--- config.mk ---
export PLATFORM = sky130hd
export DESIGN_NAME = quad_gen
export DESIGN_NICKNAME = d
export VERILOG_FILES = /design/src/rtl/quad_gen_pkg.sv /design/src/rtl/quad_gen_step_timer.sv /design/src/rtl/quad_gen.sv
export SDC_FILE = /design/constraint.sdc
export NUM_CORES = 1
export LEC_CHECK = 0
export ABC_AREA = 1
export BUFFER_PORTS_ARGS = -buffer_cell sky130_fd_sc_hd__buf_2
export CORE_MARGIN = 2
export CORE_UTILIZATION = 60
export DETAILED_ROUTE_END_ITERATION = 16
export HOLD_SLACK_MARGIN = 0.15
export PLACE_DENSITY = 0.81
export SLEW_MARGIN = 0
export SYNTH_ARGS = -nofsm -noshare
export SYNTH_HDL_FRONTEND = slang
export SYNTH_HIERARCHICAL = 1
export SYNTH_SLANG_ARGS = --single-unit
--- constraint.sdc ---
create_clock -name clk -period 4.37 [get_ports clk]
set_input_delay 0.6555 -clock clk [delete_from_list [all_inputs] [get_ports clk]]
set_output_delay 0.6555 -clock clk [all_outputs]
set_load 0.1 [all_outputs]
--- src/rtl/quad_gen_pkg.sv ---
// Shared definitions for the quadrature pulse generator: phase indices,
// their {a,b} pin encodings, the move state machine states and phase stepping.
package quad_gen_pkg;

  // Phase indices; a forward step is +1 mod 4, a reverse step is -1 mod 4.
  localparam logic [1:0] P0 = 2'd0;
  localparam logic [1:0] P1 = 2'd1;
  localparam logic [1:0] P2 = 2'd2;
  localparam logic [1:0] P3 = 2'd3;

  // {a,b} pin encodings. Adjacent phases differ in exactly one bit.
  localparam logic [1:0] AB_P0 = 2'b00;
  localparam logic [1:0] AB_P1 = 2'b10;
  localparam logic [1:0] AB_P2 = 2'b11;
  localparam logic [1:0] AB_P3 = 2'b01;

  typedef enum logic [1:0] {
    IDLE  = 2'd0,
    LEAD  = 2'd1,   // next transition leaves an even phase and moves the count
    TRAIL = 2'd2    // next transition leaves an odd phase, count unchanged
  } state_t;

  typedef enum logic {
    DIR_FWD = 1'b0,
    DIR_REV = 1'b1
  } dir_t;

  // A latched move request.
  typedef struct packed {
    logic [7:0] target;
    dir_t       dir;
  } move_t;

  // One quadrature step. The 2-bit arithmetic gives the mod-4 wrap for free.
  function automatic logic [1:0] next_phase(input logic [1:0] phase, input dir_t dir);
    logic [1:0] np;
    if (dir == DIR_REV) np = phase - 2'd1;
    else                np = phase + 2'd1;
    return np;
  endfunction

  // Phase index to {a,b} pin levels.
  function automatic logic [1:0] phase_ab(input logic [1:0] phase);
    logic [1:0] ab;
    case (phase)
      P0:      ab = AB_P0;
      P1:      ab = AB_P1;
      P2:      ab = AB_P2;
      default: ab = AB_P3;
    endcase
    return ab;
  endfunction

endpackage

--- src/rtl/quad_gen_step_timer.sv ---
// Reloadable prescaler. While running, it counts down to zero, then raises
// tick for one cycle and reloads itself, so tick repeats every STEP_CYCLES
// clocks. A load starts a fresh STEP_CYCLES-long interval.
module step_timer #(
  parameter int unsigned STEP_CYCLES = 4,
  parameter int unsigned CNT_W       = 16
) (
  input  logic clk,
  input  logic reset,   // async, active low
  input  logic load,
  input  logic run,
  output logic tick
);

  localparam logic [CNT_W-1:0] RELOAD = CNT_W'(STEP_CYCLES - 1);

  logic [CNT_W-1:0] count;

  assign tick = run && (count == '0);

  // Count down while running; reload on an explicit load or on expiry.
  always_ff @(posedge clk or negedge reset) begin
    if (!reset)              count <= '0;
    else if (load || tick)   count <= RELOAD;
    else if (run)            count <= count - CNT_W'(1);
  end

endmodule

--- src/rtl/quad_gen.sv ---
// Quadrature pulse generator. It takes a target count and drives a/b so
// that a downstream x1 decoder walks from its current count to the target
// by the shorter way round. position mirrors what that decoder should read.
module quad_gen
  import quad_gen_pkg::*;
#(
  parameter int unsigned STEP_CYCLES = 4,
  parameter int unsigned CNT_W       = 16
) (
  input  logic       clk,
  input  logic       reset,       // async, active low
  input  logic       cmd_valid,
  output logic       cmd_ready,
  input  logic [7:0] cmd_target,
  output logic       a,
  output logic       b,
  output logic [7:0] position,
  output logic       busy
);

  state_t     state;
  logic [1:0] phase;
  logic [1:0] nphase;
  move_t      mv;
  logic [7:0] diff;
  logic       accept;
  logic       start;
  logic       tick;

  assign cmd_ready = !busy;
  assign accept    = cmd_valid && cmd_ready;
  // Two's-complement distance. Its sign bit picks the short way round;
  // a distance of exactly 128 has the sign bit set and so goes in reverse.
  assign diff      = cmd_target - position;
  // A target equal to position is consumed without starting a move.
  assign start     = accept && (diff != 8'd0);
  assign nphase    = next_phase(phase, mv.dir);

  step_timer #(
    .STEP_CYCLES (STEP_CYCLES),
    .CNT_W       (CNT_W)
  ) u_timer (
    .clk   (clk),
    .reset (reset),
    .load  (start),
    .run   (state != IDLE),
    .tick  (tick)
  );

  // Move sequencer. a/b, position and busy are all registered here, so each
  // pin changes cleanly on one edge and only one of a/b moves per step.
  always_ff @(posedge clk or negedge reset) begin
    if (!reset) begin
      state    <= IDLE;
      phase    <= P0;
      mv       <= '0;
      position <= 8'd0;
      busy     <= 1'b0;
      a        <= 1'b0;
      b        <= 1'b0;
    end else begin
      case (state)
        IDLE: begin
          if (start) begin
            mv.target <= cmd_target;
            mv.dir    <= diff[7] ? DIR_REV : DIR_FWD;
            busy      <= 1'b1;
            state     <= LEAD;
          end
        end
        LEAD: begin
          if (tick) begin
            phase    <= nphase;
            {a, b}   <= phase_ab(nphase);
            position <= (mv.dir == DIR_REV) ? position - 8'd1 : position + 8'd1;
            state    <= TRAIL;
          end
        end
        TRAIL: begin
          if (tick) begin
            phase  <= nphase;
            {a, b} <= phase_ab(nphase);
            // This step lands on an even phase, so stopping here leaves the
            // decoder settled on the count it has just reached.
            if (position == mv.target) begin
              busy  <= 1'b0;
              state <= IDLE;
            end else begin
              state <= LEAD;
            end
          end
        end
        default: begin
          busy  <= 1'b0;
          state <= IDLE;
        end
      endcase
    end
  end

endmodule
# Yosys cells after proc, flatten, opt, wreduce, memory -nomap -nowiden
# Index checks and enable logic that the tools add are counted.
# classes
bitwise_logic	1
reduce_logical	17
n_eq_ne	9
muxes	15
add_sub_neg	6
# op_table
op	count
2-to-1 mux 16 bit	2
zero test 16 bit	1
subtractor 16 x 1 -> 16 bit, second input constant	1
case mux 2 bit (3 select lines)	2
adder 8 x 1 -> 8 bit, second input constant	1
equality test 8 bit	1
2-to-1 mux 2 bit	4
2-to-1 mux 8 bit	1
nonzero test 8 bit	1
subtractor 8 x 1 -> 8 bit, second input constant	1
subtractor 8 bit	1
inequality test 2 x 1 -> 1 bit, second input constant	3
AND reduction 2 bit	3
2-to-1 mux 1 bit	5
equality test 2 x 1 -> 1 bit, second input constant	2
equality test 2 bit, second input constant	2
zero test 2 bit	2
AND reduction 4 bit	1
nonzero test 2 bit	2
logical AND 1 bit	3
case mux 1 bit (3 select lines)	1
AND reduction 3 bit	1
adder 2 x 1 -> 2 bit, second input constant	1
inequality test 2 bit, second input constant	1
other kinds (5)	5
# totals
input_bits	11
reg_bits	40
out_inout_bits	12
wordCells	57

# Depth between registers and ports, before layout
# Gate-level depths: netlist of run 1.
# depth
ltp_word	5
depth_mapped	19
ltp_nobuf	19

# By module
# Netlist of run 1, hierarchy kept.
# modules_own_cells
module	n_inst	seq_area_each_um2	area_per_inst_um2	cells_per_inst
quad_gen	1	600.6	1814.2	251
step_timer	1	400.4	1024.7	128

# Least setup slack after synthesis of run 1
# OpenSTA, ideal clock, no wires.
# synth_path
path_type	register to register
start	reg position[0]
end	reg u_timer.count[15]
arrival_time_ns	2.731
path_slack_ns	1.521
n_path_buf	0
setup_time_ns	0.118
path_stages_with_launch	16
required_time_ns	4.252
cell_sequence	dfrtp_1 > ha_1 > fa_1 > inv_1 > or2_2 > a21oi_1 > nand3_1 > nor2_1 > nand2_1 > nand2_2 > inv_1 > or2_2 > nand3_2 > nand2_1 > nand2_1 > nor2_2
# synth_via
elab_chain_len	5
word_cells_on_any_way	6
classes_between	add/sub (1); mux (1); reduce/logical (4)
# synth_lines
element	line	rtl
start, declared	quad_gen.sv:17	output logic [7:0] position,
start signal, assigned	quad_gen.sv:75	position <= (mv.dir == DIR_REV) ? position - 8'd1 : position + 8'd1;
subtractor 8 bit *	quad_gen.sv:34	assign diff = cmd_target - position;
nonzero test 8 bit *	quad_gen.sv:36	assign start = accept && (diff != 8'd0);
logical AND 1 bit *	quad_gen.sv:36	
named net start	quad_gen.sv:27	logic start;
logical OR 1 bit *	quad_gen_step_timer.sv:24	else if (load || tick) count <= RELOAD;
2-to-1 mux 16 bit or nonzero test 2 bit (tied branches)	-	
end signal, assigned	quad_gen_step_timer.sv:25	else if (run) count <= count - CNT_W'(1);
end, declared	quad_gen_step_timer.sv:17	logic [CNT_W-1:0] count;
# Mark *: on every way through the listed nets, which the timed path passes. The rest lies on a longest branch.
# A chain may end at the register's enable or synchronous reset.

# Worst setup path in the final report of run 1
# layout_path
start	reg state[0]
end	reg position[4]
# layout_via
elab_chain_len	3
word_cells_on_any_way	4
classes_between	eq/ne (1); reduce/logical (3)
# layout_lines
element	line	rtl
start, declared	quad_gen.sv:21	state_t state;
start signal, assigned	quad_gen.sv:54	state <= IDLE;
start signal, assigned	quad_gen.sv:68	state <= LEAD;
start signal, assigned	quad_gen.sv:76	state <= TRAIL;
nonzero test 2 bit	quad_gen.sv:46	.run (state != IDLE),
logical AND 1 bit	quad_gen_step_timer.sv:19	assign tick = run && (count == '0);
named net tick	quad_gen.sv:28	logic tick;
AND reduction 2 bit (no source line)	-	
# The timed path passes the listed nets, and every way through them passes these cells.

==> run summary, run 1 <==
* **required arrival time at the worst endpoint** 4590 ps
* **Clk Latency, worst-skew pair** 290 ps
* **crit-path cells** inv_1, ha_1, inv_1, nand2_1, clkinv_2, nand3_4, nor4_1, nand2_1, inv_1, nand2_1, o22ai_1
* **worst endpoint data arrival time** 3240 ps
* **result of the run** finished, final reports clean
* **number of DRC markers after the initial detailed-route iteration** 151
* **VDD IR-drop max** 555 uV
* **power per cell area** 768 mW/mm^2
* **drt pass-1 iters** 4
* **total wire length after detailed routing** 5630 um
* **proportion of synthesized flip-flops having asynchronous set or reset** 100%
* **main flop type after synthesis** dfrtp_1
* **final setup slack of the worst path** 1350 ps
* **Detail Route Antenna Nets** 0
* **Slew HR** 40.9%
* **die area** 0.00530 mm^2
* **mapped cell area** 0.00284 mm^2
* **leak pwr** 1.67 nW
* **number of instances in the synthesized netlist** 379
* **arithmetic-cell share of the synthesized area counting full adders, half adders and majority gates** 9.78%
* **placement-stage cell area** 0.00298 mm^2
* **Horiz. Die Dim** 72.8 um
* **largest net degree at the start of global routing** 41
* **main combinational cell family by area after synthesis** simple AND/OR/NAND/NOR gates
* **sum of negative setup slack** 0 ps
* **most frequently used cell type in the post-synthesis netlist** nand2_1
* **slew of the pin with the lowest slew margin** 886 ps
* **critical path's largest stage delay** 570 ps
* **number of nets in the layout** 436
* **Worst-path clk slew** 80 ps
* **top cells by area in the synthesized netlist** dfrtp_1 (35%), nand2_1 (15%), ha_1 (8.4%), inv_1 (6.7%), nand3_1 (4.4%)
* **share of layout cells above drive strength 1** 17.3%
* **post-layout min period** 3020 ps
* **cell type contributing the most total cell area after synthesis** dfrtp_1
* **worst min-delay path category** in -> async
* **leading post-synthesis cells by instance count** nand2_1 (112), inv_1 (51), dfrtp_1 (40)
* **sequential fraction of the synthesis area** 35.3%
* **Crit Path Max Fanout** 16
* **TritonCTS clock tree** built
* **number of levels the H-tree was split into** 2
* **Yosys warnings** 6
* **GP Congestion** 0.878
* **largest delay contributor family on the critical path** simple AND/OR/NAND/NOR gates
* **Final Hold Fails** 0
* **hold buffer count at cts** 0
* **number of enable flip-flop cells after synthesis** 0
* **sum of net half-perimeters after detailed placement** 4290 um
* **kind of launch point of the worst setup path** flip-flop
* **critical path start-end classification** reg -> reg
* **max capacitance violation total** 0
* **Yosys top cell area share** 35.3%
* **post-cts repair resize count** 0
* **count of pins over their slew limit** 0
* **Std-Cell Core Area** 0.00463 mm^2
* **Critical Path Sink Type** flip-flop
* **number of input and output port buffers inserted** 22
* **clock root buffer master** clkbuf_8
* **worst reg2reg path depth** 11
* **synthesized net count** 411
* **post-synthesis simple-gate area fraction** 34.0%
* **number of clock buffers inserted by TritonCTS** 5
* **Setup violations, final** 0
* **wire length per cell** 12.3 um
* **DR vias/cell** 5.05
* **vias in the first global route** 2197
* **per-instance average area after synthesis** 7.49 um^2
* **unrepaired setup endpoints after global routing** false
* **total congestion overflow** 0
* **total global routing track utilization** 24.0%
* **Remaining DRCs** 0
* **largest clock skew in the final design** 6.85 ps
* **Buffers & Inverters on Critical Path** 4
* **Setup crit start** state[0]$_DFFE_PN0P_
* **Synth Area in XOR/XNOR** 6.17%
* **Layout area overhead** 8.77%
* **Yosys reg bits** 40
* **Top-Level Pins** 23
* **number of clock sinks** 40
* **fraction of synthesized area in multiplexers** 0%
* **Non-Filler Cell Area, Final** 0.00309 mm^2
* **vias after detailed routing** 2317
* **number of buffers inserted by post-CTS setup repair** 0
* **chip height** 72.8 um
* **pre-CTS worst setup slack** 1450 ps
* **maximum buffer depth of the clock tree** 2
* **Final period util** 69.2%
* **critical path depth** 11
* **FMAX** 331 MHz
* **first-pass GRT wire length** 9870 um
* **slowest cell on the critical path** nor4_1
* **Initial Utilization** 61.3%
* **Reg2Reg Launch Point** state[0]$_DFFE_PN0P_
* **Site Rows** 25
* **count of different cell masters after synthesis** 35
* **antenna violations before repair** 0
* **post-synthesis compound-gate area fraction** 6.04%
* **Ant. Diodes** 0
## power breakdown
group | switching (W) | internal [W]
clock network | 0.000134 | 0.000169
registers | 0.000150 | 0.000503
logic | 0.000987 | 0.000429
## layer usage
layer	up-vias	track usage, %	wire length, um
met5	-	0	0
met1	1043	34.9	2880
li1	1234	-	-
met2	38	36.6	2460
met4	0	7.20	29
met3	2	4.70	259
## kinds of logic (layout without fill, tap and decap cells)
group	Yosys count	count (layout)
buffers and inverters	59	85
adder cells (fa/ha/maj)	21	21
AO/OA/AOI/OAI	31	31
XOR/XNOR	20	20
flip-flops	40	40
AND/OR/NAND/NOR	208	208
## stage by stage
step	power, W	utilization (%)	cells	hold WS [ps]
floorplan	0.00182	-	379	360
global placement	0.00203	64.3	451	463
detailed placement	0.00206	64.3	451	480
CTS	0.00238	66.7	459	498
global route	0.00259	66.7	459	535
finish	0.00237	66.7	459	472
## worst paths after layout
kind	endpoint	slack (ps)
min	mv[1]$_DFFE_PN0P_	470
min in group clk	mv[6]$_DFFE_PN0P_	490
min reg2reg	mv[6]$_DFFE_PN0P_	490
max in group asynchronous	position[0]$_DFFE_PN0P_	3340
max	position[4]$_DFFE_PN0P_	1350
max reg2reg	position[4]$_DFFE_PN0P_	1350
## placed cells by master (no fill, tap or decap)
| master | count |
|---|---|
| nand2_1 | 112 |
| inv_1 | 51 |
| dfrtp_1 | 40 |
| nor2_1 | 27 |
| nand3_1 | 25 |
| buf_2 | 22 |
| ha_1 | 19 |
| nor2_2 | 16 |
| a21oi_1 | 13 |
| xor2_1 | 12 |
| o21ai_0 | 12 |
| xnor2_1 | 8 |
| nand4_1 | 5 |
| clkbuf_8 | 5 |
| nand2_2 | 4 |
| nor2_4 | 4 |
| or2_2 | 3 |
| inv_2 | 3 |
| o21ai_2 | 3 |
| nor3_1 | 3 |
| fa_1 | 2 |
| clkinv_2 | 2 |
| nand3_2 | 2 |
| or2_4 | 1 |
| or2_1 | 1 |
| o21ai_1 | 1 |
| o22ai_1 | 1 |
| bufinv_16 | 1 |
| clkinvlp_4 | 1 |
| nand3_4 | 1 |
| nor4_1 | 1 |
| and2_1 | 1 |
| nand2_4 | 1 |
| nand3b_1 | 1 |
| a21oi_2 | 1 |
## worst reg2reg max path: cells and delay by family, from the launching register on
family	cells	cell delay [ps]
AND/OR/NAND/NOR	5	1340
buffers and inverters	4	820
AO/OA/AOI/OAI	1	110
adder cells (fa/ha/maj)	1	250
flip-flops	1	420
## final cells by class
cell class                      instances  area (um^2)
Multi-Input combinational cell        280         1590
Fill cell                             421         1540
Sequential cell                        40         1000
Inverter                               55          208
Timing Repair Buffer                   22          110
Clock buffer                            5         68.8
Tap cell                               54         67.6
Clock inverter                          3         42.5
## sequential cells by signal (all words and copies together) (netlist names)
signal,count
u_timer/count,16
busy,1
b,1
phase,2
a,1
state,2
mv,9
position,8
Power figures use the tool's default switching activity.
==> run 2: changes to the inputs <==
--- a/config.mk
+++ b/config.mk
@@ -5,7 +5,7 @@
 export SDC_FILE = /design/constraint.sdc
 export NUM_CORES = 1
 export LEC_CHECK = 0
-export ABC_AREA = 1
+export ABC_AREA = 0
 export BUFFER_PORTS_ARGS = -buffer_cell sky130_fd_sc_hd__buf_2
 export CORE_MARGIN = 2
 export CORE_UTILIZATION = 60
==> constraint.sdc (replaced) <==
create_clock -name clk -period 3 [get_ports clk]
set_input_delay 0.45 -clock clk [delete_from_list [all_inputs] [get_ports clk]]
set_output_delay 0.45 -clock clk [all_outputs]
set_load 0.1 [all_outputs]
==> run 2 against run 1 <==
Against the previous run:
- clock power up 22%
- combinational power is 44% higher
- maximum frequency is 7.7% higher
- critical path depth fell by 2
- count of clock-buffer cells in the layout rose by 2
- non-clock buffer count grew 2
- core utilization up 1.2 points
- register-to-register slack lost 1200 ps
- routed wire length is 6.8% lower
==> run summary, run 2 <==
* **hold slack final** 277 ps, -195 ps
* **post-layout util** 67.9%, +1.2 points
* **synthesized net count** 297, -28%
* **largest clock skew in the final design** 3.97 ps, -2.88 ps
* **mapped cell area** 0.00266 mm^2, -6.3%
* **maximum buffer depth of the clock tree** 2, unchanged
* **Fillers** 344, -18%
* **main flop type after synthesis** dfrtp_1
* **power after layout** 0.00345 W, +45%
* **slowest cell on the critical path** nor3_1
* **slew of the pin with the lowest slew margin** 883 ps, -3.58 ps
* **worst min-delay path category** in -> async
* **most frequent cells in the layout** dfrtp_1 (34), nor2_1 (27), xor2_1 (26)
* **Clock Power Share** 10.8%, -2.0 points
* **number of DRC markers after the initial detailed-route iteration** 101, -33%
* **Buffers & Inverters on Critical Path** 2, -2
* **register share of total power** 30.1%, +2.6 points
* **DR vias/cell** 5.69, +13%
* **post-cts repair resize count** 0, unchanged
* **count of different cell masters after synthesis** 51, +46%
* **number of instances in the synthesized netlist** 265, -30%
* **Critical Path Sink Type** flip-flop
* **share of layout cells above drive strength 1** 19.0%, +1.8 points
* **Final Hold Fails** 0, unchanged
* **internal power** 0.00168 W, +52%
* **result of the run** finished, final reports clean
* **chip height** 70.6 um, -3.0%
* **Horiz. Die Dim** 70.6 um, -3.0%
* **critical path start-end classification** reg -> reg
* **per-instance average area after synthesis** 10.0 um^2, +34%
* **Worst-path clk slew** 70 ps, about the same
* **Slew HR** 41.1%, +0.24 points
* **final setup slack of the worst path** 193 ps, -1150 ps
* **power per cell area** 1170 mW/mm^2, +53%
* **total net switching power** 0.00177 W, +39%
* **sum of negative setup slack** 0 ps, unchanged
* **largest delay contributor family on the critical path** simple AND/OR/NAND/NOR gates
* **Setup violations, final** 0, unchanged
* **worst endpoint data arrival time** 3020 ps, -220 ps
* **Ant. Diodes** 0, unchanged
* **endpoint of the worst setup timing path** position[7]$_DFFE_PN0P_
* **clock root buffer master** clkbuf_8
* **critical path's largest stage delay** 540 ps, -30 ps
* **FF-to-FF End** position[7]$_DFFE_PN0P_
* **Site Rows** 24, -4.0%
* **cell type contributing the most total cell area after synthesis** dfrtp_1
* **leak pwr** 1.38 nW, -17%
* **Initial Utilization** 61.5%, +0.16 points
* **Remaining DRCs** 0, unchanged
* **max capacitance violation total** 0, unchanged
* **Clk Latency, worst-skew pair** 290 ps, about the same
* **number of input and output port buffers inserted** 22, unchanged
* **sequential fraction of the synthesis area** 37.6%, +2.4 points
* **GP Congestion** 0.890, +1.4%
* **kind of launch point of the worst setup path** flip-flop
* **required arrival time at the worst endpoint** 3220 ps, -1370 ps
* **first-pass GRT wire length** 8960 um, -9.2%
* **number of enable flip-flop cells after synthesis** 0, unchanged
* **multi-input combinational cell area** 0.00156 mm^2, -1.7%
* **number of nets in the layout** 325, -25%
* **most frequently used cell type in the post-synthesis netlist** dfrtp_1
* **Yosys reg bits** 40, unchanged
* **total wire length after detailed routing** 5250 um, -6.8%
* **leading cell type in the layout, fill and taps excluded** dfrtp_1
* **drt pass-1 iters** 4, unchanged
* **unrepaired setup endpoints after global routing** false
* **largest net degree at the start of global routing** 41, unchanged
* **TritonCTS clock tree** built
* **Crit Path Max Fanout** 14, -2
* **number of clock sinks** 40, unchanged
* **Final period util** 93.6%, +24 points
* **number of buffers inserted by post-CTS setup repair** 0, unchanged
* **top cells by area in the synthesized netlist** dfrtp_1 (38%), ha_1 (8.9%), xor2_1 (8.6%), mux2_4 (4.5%), nor2_1 (3.8%)
* **Sw Share** 51.4%, -2.2 points
* **hold buffer count at cts** 0, unchanged
* **leading post-synthesis cells by instance count** dfrtp_1 (40), nor2_1 (27), xor2_1 (26)
* **pre-CTS worst setup slack** 116 ps, -1340 ps
* **critical path depth** 9, -2
* **Logic pwr share** 59.1%, -0.6 points
* **Yosys top cell area share** 37.6%, +2.4 points
* **number of clock buffers inserted by TritonCTS** 5, unchanged
* **total global routing track utilization** 22.8%, -1.2 points
* **largest registers** u_timer/count x16, mv x9, position x8
* **Std-Cell Core Area** 0.00432 mm^2, -6.6%
* **Detail Route Antenna Nets** 0, unchanged
* **Layout area overhead** 10.4%
* **worst reg2reg path depth** 9, -2
* **antenna violations before repair** 0, unchanged
* **count of pins over their slew limit** 0, unchanged
* **crit-path cells** inv_1, ha_1, inv_1, and4bb_2, nand2_1, nor3_1, nand2_1, nor3b_1, xor2_1
* **post-layout min period** 2810 ps, -215 ps
* **register area** 0.00101 mm^2, +0.75%
* **number of flip-flops under the largest register name** 16, unchanged
* **Reg2Reg Setup Slack** 190 ps, -1150 ps
* **Reg2Reg Launch Point** state[0]$_DFFE_PN0P_
* **Top-Level Pins** 23, unchanged
* **sum of net half-perimeters after detailed placement** 3940 um, -8.2%
* **register containing the most flip-flops in the final layout** u_timer/count
* **vias after detailed routing** 1968, -15%
* **die area** 0.00498 mm^2, -6.0%
* **FMAX** 356 MHz, +7.7%
* **wire length per cell** 15.2 um, +24%
* **proportion of synthesized flip-flops having asynchronous set or reset** 100%, unchanged
* **Yosys warnings** 6, unchanged
* **VDD IR-drop max** 778 uV, +40%
* **total congestion overflow** 0, unchanged
* **vias in the first global route** 1968, -10%
* **number of levels the H-tree was split into** 2, unchanged
* **Setup crit start** state[0]$_DFFE_PN0P_
run 2: cell count changes in the layout (fill, tap and decap cells not counted), sizes merged, moves of 5 or more:
cell,delta
inv,-33
o31ai,+5
xor2,+14
nand3,-24
nor2,-20
nand2,-94
mux2,+9
run 2: worst min-delay path by stage:
stage                                   endpoint  slack (ps)  cells past startpoint
finish                         mv[1]$_DFFE_PN0P_         280                      1
global route        u_timer/count[0]$_DFFE_PN0P_         340                      1
floorplan                          a$_DFFE_PN0P_         150                      0
global placement                   b$_DFFE_PN0P_         470                      2
CTS                 u_timer/count[0]$_DFFE_PN0P_         320                      1
detailed placement                 a$_DFFE_PN0P_         470                      2
run 2: power by group through the flow:
stage,Sequential [W],Combinational [W],Clock (W)
floorplan,0.00140,0.00127,0
global placement,0.00103,0.00197,0
detailed placement,0.00104,0.00202,0
CTS,0.00104,0.00203,0.000377
global route,0.00107,0.00222,0.000407
finish,0.00104,0.00204,0.000371
run 2: final cells by class:
type                       instances  area share (%)
inverter                          21            2.69
multi-input combinational        201            53.3
clock buffer                       7            2.94
tap                               52            2.22
timing repair buffer              24            4.26
sequential                        40            34.4
clock inverter                     1           0.256
run 2: cells by family (layout without fill, tap and decap cells):
family	Yosys count	count (layout)	share of synthesized area [%]
simple gates	88	88	17.9
compound gates	47	47	13.6
flops	40	40	37.6
xor+xnor	34	34	11.2
buf+inv	24	53	3.58
fa+ha+maj	21	21	10.4
mux	11	11	5.69
run 2: routing by layer:
| layer | global-route usage [%] | wire length (um) |
|---|---|---|
| met5 | 0 | 0 |
| met4 | 5.87 | 79 |
| met3 | 6.41 | 243 |
| met2 | 34.3 | 2260 |
| met1 | 33.1 | 2660 |
run 2: per-stage QoR:
step / cells / area [um^2]
3_5_place_dp: 338 / 2840
2_1_floorplan: 265 / 2670
6_report: 346 / 2930
4_1_cts: 346 / 2930
3_3_place_gp: 338 / 2840
5_1_grt: 346 / 2930
